## config.mk

```make
export PLATFORM = sky130hd
export DESIGN_NAME = regfile_mp_sb_flat
export DESIGN_NICKNAME = d
export VERILOG_FILES = /design/src/rtl/regfile_mp_sb_if.sv /design/src/rtl/regfile_mp_sb.sv /design/src/flat_wrapper.sv
export SDC_FILE = /design/constraint.sdc
export NUM_CORES = 2
export LEC_CHECK = 0
export CAP_MARGIN = 0
export CELL_PAD_IN_SITES_DETAIL_PLACEMENT = 0
export CELL_PAD_IN_SITES_GLOBAL_PLACEMENT = 1
export CORE_ASPECT_RATIO = 0.9
export CORE_MARGIN = 2
export CORE_UTILIZATION = 53
export DETAILED_ROUTE_END_ITERATION = 8
export PLACE_DENSITY_LB_ADDON = 0.1
export SYNTH_ARGS = -nofsm -noshare
export SYNTH_HDL_FRONTEND = slang
export SYNTH_SLANG_ARGS = --single-unit
```

## constraint.sdc

```tcl
create_clock -name clk -period 12.07 [get_ports clk]
set_input_delay 3.621 -clock clk [delete_from_list [all_inputs] [get_ports clk]]
set_output_delay 3.621 -clock clk [all_outputs]
set_load 0.005 [all_outputs]
```

## src/rtl/regfile_mp_sb_if.sv

```systemverilog
// Register-file bus: read ports, write/writeback ports, issue reservation
// and scoreboard status. The master is the issue/writeback side; the slave
// is the register file.
interface regfile_mp_sb_if #(
  parameter int unsigned DATA_W = 32,
  parameter int unsigned ADDR_W = 5,
  parameter int unsigned NUM_RD = 2,
  parameter int unsigned NUM_WR = 2
);
  logic [NUM_RD*ADDR_W-1:0] rs_addr;
  logic [NUM_RD*DATA_W-1:0] rs_data;
  logic [NUM_RD-1:0]        rs_busy;
  logic [NUM_WR-1:0]        wr_en;
  logic [NUM_WR*ADDR_W-1:0] wr_addr;
  logic [NUM_WR*DATA_W-1:0] wr_data;
  logic [NUM_WR-1:0]        wr_release;
  logic                     rsv_en;
  logic [ADDR_W-1:0]        rsv_addr;
  logic                     rsv_ready;
  logic                     flush;
  logic                     sb_underflow;

  modport master (
    output rs_addr, wr_en, wr_addr, wr_data, wr_release, rsv_en, rsv_addr, flush,
    input  rs_data, rs_busy, rsv_ready, sb_underflow
  );

  modport slave (
    input  rs_addr, wr_en, wr_addr, wr_data, wr_release, rsv_en, rsv_addr, flush,
    output rs_data, rs_busy, rsv_ready, sb_underflow
  );
endinterface

```

## src/rtl/regfile_mp_sb.sv

```systemverilog
// Multi-port integer register file with per-register pending-write counters.
// Reads are combinational with write-through bypass; the highest-index write
// port wins on address collisions. Counters let issue logic see RAW hazards.
module regfile_mp_sb #(
  parameter int unsigned DATA_W = 32,
  parameter int unsigned ADDR_W = 5,
  parameter int unsigned NUM_RD = 2,
  parameter int unsigned NUM_WR = 2,
  parameter int unsigned PEND_W = 2
) (
  input  logic            clk,
  input  logic            reset,
  regfile_mp_sb_if.slave  bus
);
  localparam int unsigned NREGS = 1 << ADDR_W;
  localparam int unsigned REL_W = $clog2(NUM_WR + 1);
  localparam int unsigned CW    = ((REL_W > PEND_W) ? REL_W : PEND_W) + 1;
  localparam logic [PEND_W-1:0] PEND_MAX = '1;

  logic [DATA_W-1:0] mem [NREGS];
  logic [NREGS-1:0]  valid;
  logic [PEND_W-1:0] cnt [NREGS];
  logic              underflow_q;

  logic [ADDR_W-1:0] wa [NUM_WR];
  logic [DATA_W-1:0] wd [NUM_WR];
  logic [ADDR_W-1:0] ra [NUM_RD];
  logic [REL_W-1:0]  rel [NREGS];
  logic [PEND_W-1:0] cnt_after [NREGS];
  logic              uf_any;

  // Unpack the flat write and read port buses.
  always_comb begin
    for (int unsigned w = 0; w < NUM_WR; w++) begin
      wa[w] = bus.wr_addr[w*ADDR_W +: ADDR_W];
      wd[w] = bus.wr_data[w*DATA_W +: DATA_W];
    end
    for (int unsigned i = 0; i < NUM_RD; i++) begin
      ra[i] = bus.rs_addr[i*ADDR_W +: ADDR_W];
    end
  end

  // Per-register release count, and counter value after releases saturate at zero.
  always_comb begin
    logic [CW-1:0] rel_x;
    logic [CW-1:0] cnt_x;
    logic [CW-1:0] dec;
    uf_any = 1'b0;
    for (int unsigned r = 0; r < NREGS; r++) begin
      rel[r] = '0;
      for (int unsigned w = 0; w < NUM_WR; w++) begin
        if (bus.wr_en[w] && bus.wr_release[w] && r != 0 && wa[w] == ADDR_W'(r))
          rel[r] = rel[r] + REL_W'(1);
      end
      rel_x = CW'(rel[r]);
      cnt_x = CW'(cnt[r]);
      dec   = (rel_x > cnt_x) ? cnt_x : rel_x;
      cnt_after[r] = PEND_W'(cnt_x - dec);
      if (rel_x > cnt_x)
        uf_any = 1'b1;
    end
  end

  // Reservation acceptance: register 0 always accepts, others until the counter is full.
  always_comb begin
    bus.rsv_ready = !reset && (bus.rsv_addr == '0 || cnt[bus.rsv_addr] != PEND_MAX);
  end

  // Read path: x0 -> 0, then newest bypassed write, then valid stored value.
  always_comb begin
    for (int unsigned i = 0; i < NUM_RD; i++) begin
      logic [DATA_W-1:0] d;
      d = '0;
      if (!reset && ra[i] != '0) begin
        if (valid[ra[i]])
          d = mem[ra[i]];
        for (int unsigned w = 0; w < NUM_WR; w++) begin
          if (bus.wr_en[w] && wa[w] == ra[i])
            d = wd[w];
        end
      end
      bus.rs_data[i*DATA_W +: DATA_W] = d;
      bus.rs_busy[i] = !reset && ra[i] != '0 && cnt_after[ra[i]] != '0;
    end
  end

  assign bus.sb_underflow = underflow_q;

  // Data array: later loop iterations overwrite earlier ones, so the highest port wins.
  always_ff @(posedge clk) begin
    for (int unsigned w = 0; w < NUM_WR; w++) begin
      if (bus.wr_en[w] && wa[w] != '0)
        mem[wa[w]] <= wd[w];
    end
  end

  // Valid bits: set on any committed write, cleared only by reset.
  always_ff @(posedge clk or posedge reset) begin
    if (reset) begin
      valid <= '0;
    end else begin
      for (int unsigned w = 0; w < NUM_WR; w++) begin
        if (bus.wr_en[w] && wa[w] != '0)
          valid[wa[w]] <= 1'b1;
      end
    end
  end

  // Scoreboard counters and sticky underflow; flush overrides reserve/release.
  always_ff @(posedge clk or posedge reset) begin
    if (reset) begin
      for (int unsigned r = 0; r < NREGS; r++)
        cnt[r] <= '0;
      underflow_q <= 1'b0;
    end else if (bus.flush) begin
      for (int unsigned r = 0; r < NREGS; r++)
        cnt[r] <= '0;
    end else begin
      for (int unsigned r = 0; r < NREGS; r++) begin
        // cnt_after never exceeds cnt, and ready guarantees cnt < max, so +1 cannot wrap.
        if (bus.rsv_en && bus.rsv_ready && r != 0 && bus.rsv_addr == ADDR_W'(r))
          cnt[r] <= cnt_after[r] + PEND_W'(1);
        else
          cnt[r] <= cnt_after[r];
      end
      if (uf_any)
        underflow_q <= 1'b1;
    end
  end
endmodule

```

## src/flat_wrapper.sv

```systemverilog
// flat-port wrapper written by rule: the top's interface ports become plain ports
module regfile_mp_sb_flat 
#(
  parameter int unsigned DATA_W = 32,
  parameter int unsigned ADDR_W = 5,
  parameter int unsigned NUM_RD = 2,
  parameter int unsigned NUM_WR = 2,
  parameter int unsigned PEND_W = 2
)
  (clk, reset, bus_rs_addr, bus_wr_en, bus_wr_addr, bus_wr_data, bus_wr_release, bus_rsv_en, bus_rsv_addr, bus_flush, bus_rs_data, bus_rs_busy, bus_rsv_ready, bus_sb_underflow);
  regfile_mp_sb_if #(.DATA_W(DATA_W), .ADDR_W(ADDR_W), .NUM_RD(NUM_RD), .NUM_WR(NUM_WR)) bus_i ();
  input  logic clk;
  input  logic reset;
  input wire logic [$bits(bus_i.rs_addr)-1:0] bus_rs_addr;
  input wire logic [$bits(bus_i.wr_en)-1:0] bus_wr_en;
  input wire logic [$bits(bus_i.wr_addr)-1:0] bus_wr_addr;
  input wire logic [$bits(bus_i.wr_data)-1:0] bus_wr_data;
  input wire logic [$bits(bus_i.wr_release)-1:0] bus_wr_release;
  input wire logic [$bits(bus_i.rsv_en)-1:0] bus_rsv_en;
  input wire logic [$bits(bus_i.rsv_addr)-1:0] bus_rsv_addr;
  input wire logic [$bits(bus_i.flush)-1:0] bus_flush;
  output wire logic [$bits(bus_i.rs_data)-1:0] bus_rs_data;
  output wire logic [$bits(bus_i.rs_busy)-1:0] bus_rs_busy;
  output wire logic [$bits(bus_i.rsv_ready)-1:0] bus_rsv_ready;
  output wire logic [$bits(bus_i.sb_underflow)-1:0] bus_sb_underflow;
  assign bus_i.rs_addr = bus_rs_addr;
  assign bus_i.wr_en = bus_wr_en;
  assign bus_i.wr_addr = bus_wr_addr;
  assign bus_i.wr_data = bus_wr_data;
  assign bus_i.wr_release = bus_wr_release;
  assign bus_i.rsv_en = bus_rsv_en;
  assign bus_i.rsv_addr = bus_rsv_addr;
  assign bus_i.flush = bus_flush;
  assign bus_rs_data = bus_i.rs_data;
  assign bus_rs_busy = bus_i.rs_busy;
  assign bus_rsv_ready = bus_i.rsv_ready;
  assign bus_sb_underflow = bus_i.sb_underflow;
  regfile_mp_sb #(.DATA_W(DATA_W), .ADDR_W(ADDR_W), .NUM_RD(NUM_RD), .NUM_WR(NUM_WR), .PEND_W(PEND_W)) u_core (.clk(clk), .reset(reset), .bus(bus_i));
endmodule
```

==> results.md <==
* Leakage power at 0.02807 uW
* CP Launch Type: input pin
* Post-synth top cells: 1024 x edfxtp_1, 1000 x mux2_2, 448 x mux4_2
* Synth top area share at 0.4277
* Placed Area at 76440 sq um
* Largest cells by area after synthesis: edfxtp_1 43%, mux2_2 16%, mux4_2 14%
* Htree depth at 4
* CTS tree: built
* Main flop type after synthesis: edfxtp_1
* Die height at 353.4 microns
* IO Pins at 165
* P&R area growth vs syn at 11.98%
* Yosys reg bits at 1119
* FILL cells at 10690
* Die width at 392.3 microns
* Cell with the most instances after synthesis: edfxtp_1
* Remaining DRCs at 0
* Final setup vio count at 0
* GRT Resource Usage Total at 0.4143
* Crit path kind: input pin to output port
* Layout Utilization at 0.5964
* Max Freq at 0.08426 GHz
* Syn Std Cell Area at 71900 sq um
* Power per cell area at 121.7 nW/um^2
* Vias per cell at 7.264
* Area of the multi-input gates at 36370 sq um
* Core area at 135000 sq um
* Slew HR at 0.04411
* Post-route minimum period at 11870 ps
* Die ar. at 138600 sq um
* DRT iter0 DRCs at 8673
* Via count at 53140
* Avg WL per Cell at 39.55 microns
* RSZ-0062 raised after global routing: false
* Share of cells above drive strength 1 at 0.3867
* Worst setup EP type: output port
* Status: finished clean
* Max FO, Critical Path at 6
* Row count at 128
* Netlist cell types at 80
* Maximum VDD drop at 0.1561 mV
* Tcrit/Tclk final at 0.9832
* Crit path DAT at 8250 ps
* Antenna-violating nets left at 0
* Final Routed Wirelength at 289400 microns
* Setup TNS at 0 ps
* Hold Crit Class: register to register
* NumNets Final at 5646
* Worst slew pin tran at 1434 ps
* Max-cap viol count at 0
* Slew Limit Fails at 0
* Fin area at 80520 sq um
* EDFF count, synth at 1024
* Initial antenna violation count at 19
* Drt pass-1 iters at 6
* CTS Buffer Depth at 3
* GR Overflow Total at 0
* Yosys top cell by area: edfxtp_1
* CTS buffer count at 130
* Final hold vios at 0
* Final Total Pwr at 9800 uW
* Clock slew at reported path FFs at 50 ps
* Starting Density at 0.5326
* First-pass GRT wire length at 398400 microns
* RD Place Congestion at 0.9234
* Sequential area share after synthesis at 0.4607
* Ys async rst share at 0.08490
* IO Port Bufs at 164
* Reg area at 33130 sq um
* Ys Warns at 0
* CTS Sinks at 1119
* Critical Path RT at 8450 ps
* Pin count of the biggest net entering global routing at 131
* Max Clock Skew at 21.94 ps
* Mapped Avg Cell Area at 13.41 sq um
* DP Wirelength at 163500 microns
* Post-Syn Instances at 5361
* CTS root buf: clkbuf_16
* Later-pin clock latency in the skew report at 790 ps
* Number of global-route vias before repair at 50730
cell families (layout without fill, tap and decap cells):
family                   Yosys count  after routing  share of synthesized area
AO/OA/AOI/OAI                    650            650                    0.05789
buffers and inverters            770            868                    0.04524
AND/OR/NAND/NOR                  814            814                    0.05730
other                              1             38                 0.00005215
adder cells (fa/ha/maj)          155            155                    0.02697
flip-flops                      1119           1119                     0.4607
XOR/XNOR                          82             82                   0.009989
multiplexers                    1770           1770                     0.3418
timing repair:
action / 4_1_cts / 5_1_grt
hold buffers: 0 / 0
setup buffers: 0 / 0
endpoints found under the setup margin: 0 / 2
resized for setup: 0 / 12
path summary, 6_finish.rpt:
| path | startpoint | end | slack, ps | cells after the start |
|---|---|---|---|---|
| max | bus_wr_addr[6] | bus_rs_busy[1] | 200 | 17 |
| min | u_core.valid[0] | u_core.valid[0] | 400 | 0 |
| max reg2reg | u_core.cnt[61] | u_core.bus.sb_underflow | 8990 | 9 |
| min reg2reg | u_core.valid[0] | u_core.valid[0] | 400 | 0 |
| max in group asynchronous | reset | u_core.valid[17] | 7010 | 4 |
| min in group asynchronous | reset | u_core.cnt[47] | 3900 | 3 |
where the power goes:
group          leakage, uW  internal, uW  switching [uW]
Sequential          0.0105          4360            63.0
Combinational       0.0156           628             864
Clock              0.00198          2180            1700
Total               0.0281          7170            2630
layer usage:
metal | up-vias | GRT usage | routed length, microns
li1 | 20870 | - | -
met1 | 27170 | 0.5659 | 106800
met2 | 4140 | 0.5917 | 123600
met3 | 943 | 0.1201 | 39130
met4 | 20 | 0.2366 | 19730
met5 | - | 0 | 121
cells in the final DEF (no fill, tap or decap), types with 10 or more instances in the layout:
cell type | Yosys | layout
conb_1 | 1 | 32
ha_1 | 155 | 155
buf_4 | 19 | 289
clkbuf_1 | 396 | 24
a21oi_1 | 137 | 137
and2_1 | 18 | 17
o22ai_4 | 0 | 15
nor3_1 | 72 | 70
mux2i_1 | 321 | 321
o21ai_4 | 0 | 16
buf_12 | 0 | 11
nor4_2 | 13 | 14
clkinv_2 | 0 | 24
o21ai_0 | 126 | 105
xnor2_1 | 42 | 42
and3_1 | 17 | 17
clkdlybuf4s50_1 | 0 | 152
o211ai_1 | 13 | 13
nand2_1 | 255 | 240
dfrtp_1 | 95 | 95
edfxtp_1 | 1024 | 1024
mux4_2 | 448 | 448
nor2b_1 | 47 | 43
or2_2 | 57 | 57
a221oi_1 | 12 | 12
o221ai_1 | 10 | 10
nand2b_1 | 15 | 14
clkinv_1 | 1 | 26
nand3_1 | 84 | 82
inv_1 | 175 | 174
a22oi_1 | 134 | 134
nand4_1 | 13 | 13
a31oi_1 | 30 | 29
o21ai_1 | 34 | 38
nor2_4 | 0 | 17
nor2_1 | 170 | 147
xor2_1 | 40 | 40
o22ai_1 | 69 | 54
mux2_2 | 1000 | 1000
clkbuf_16 | 0 | 136
area by class of cell:
| class | count | share of cell area |
|---|---|---|
| clock buffers | 163 | 0.04390 |
| flip-flops and latches | 1119 | 0.4114 |
| diodes | 6 | 0.0001865 |
| multi-input cells | 3503 | 0.4517 |
| inverters | 178 | 0.008345 |
| well taps | 1820 | 0.02828 |
| repair buffers | 462 | 0.04987 |
| clock inverters | 65 | 0.006324 |
per-stage QoR:
step | setup WS [ps] | hold slack [ps] | cells
after floorplan | 1011 | 441.3 | 5392
after global placement | 108.6 | 383.4 | 7082
after detailed placement | 81.00 | 394.2 | 7082
after CTS | 88.34 | 406.6 | 7310
after global routing | 11.95 | 423.3 | 7310
final | 202.5 | 403.8 | 7316
sequential cells by signal (all words and copies together), names as in the netlist:
| register | count |
|---|---|
| u_core.valid | 32 |
| u_core.mem | 1024 |
| u_core.bus.sb_underflow | 1 |
| u_core.cnt | 62 |
worst max-delay path: stages:
cell             delay (ps)
clkdlybuf4s50_1         500
buf_4                   210
or3_1                   500
nor2_1                  220
ha_1                    200
ha_1                    240
nor2b_1                 130
o21ai_1                 190
o21ai_0                 110
ha_1                    320
inv_1                    60
or2_2                   320
mux4_2                  470
a22o_1                  290
a31oi_1                 250
o31ai_2                 130
clkdlybuf4s50_1         480
No activity file was read; power rests on OpenSTA's default activity.
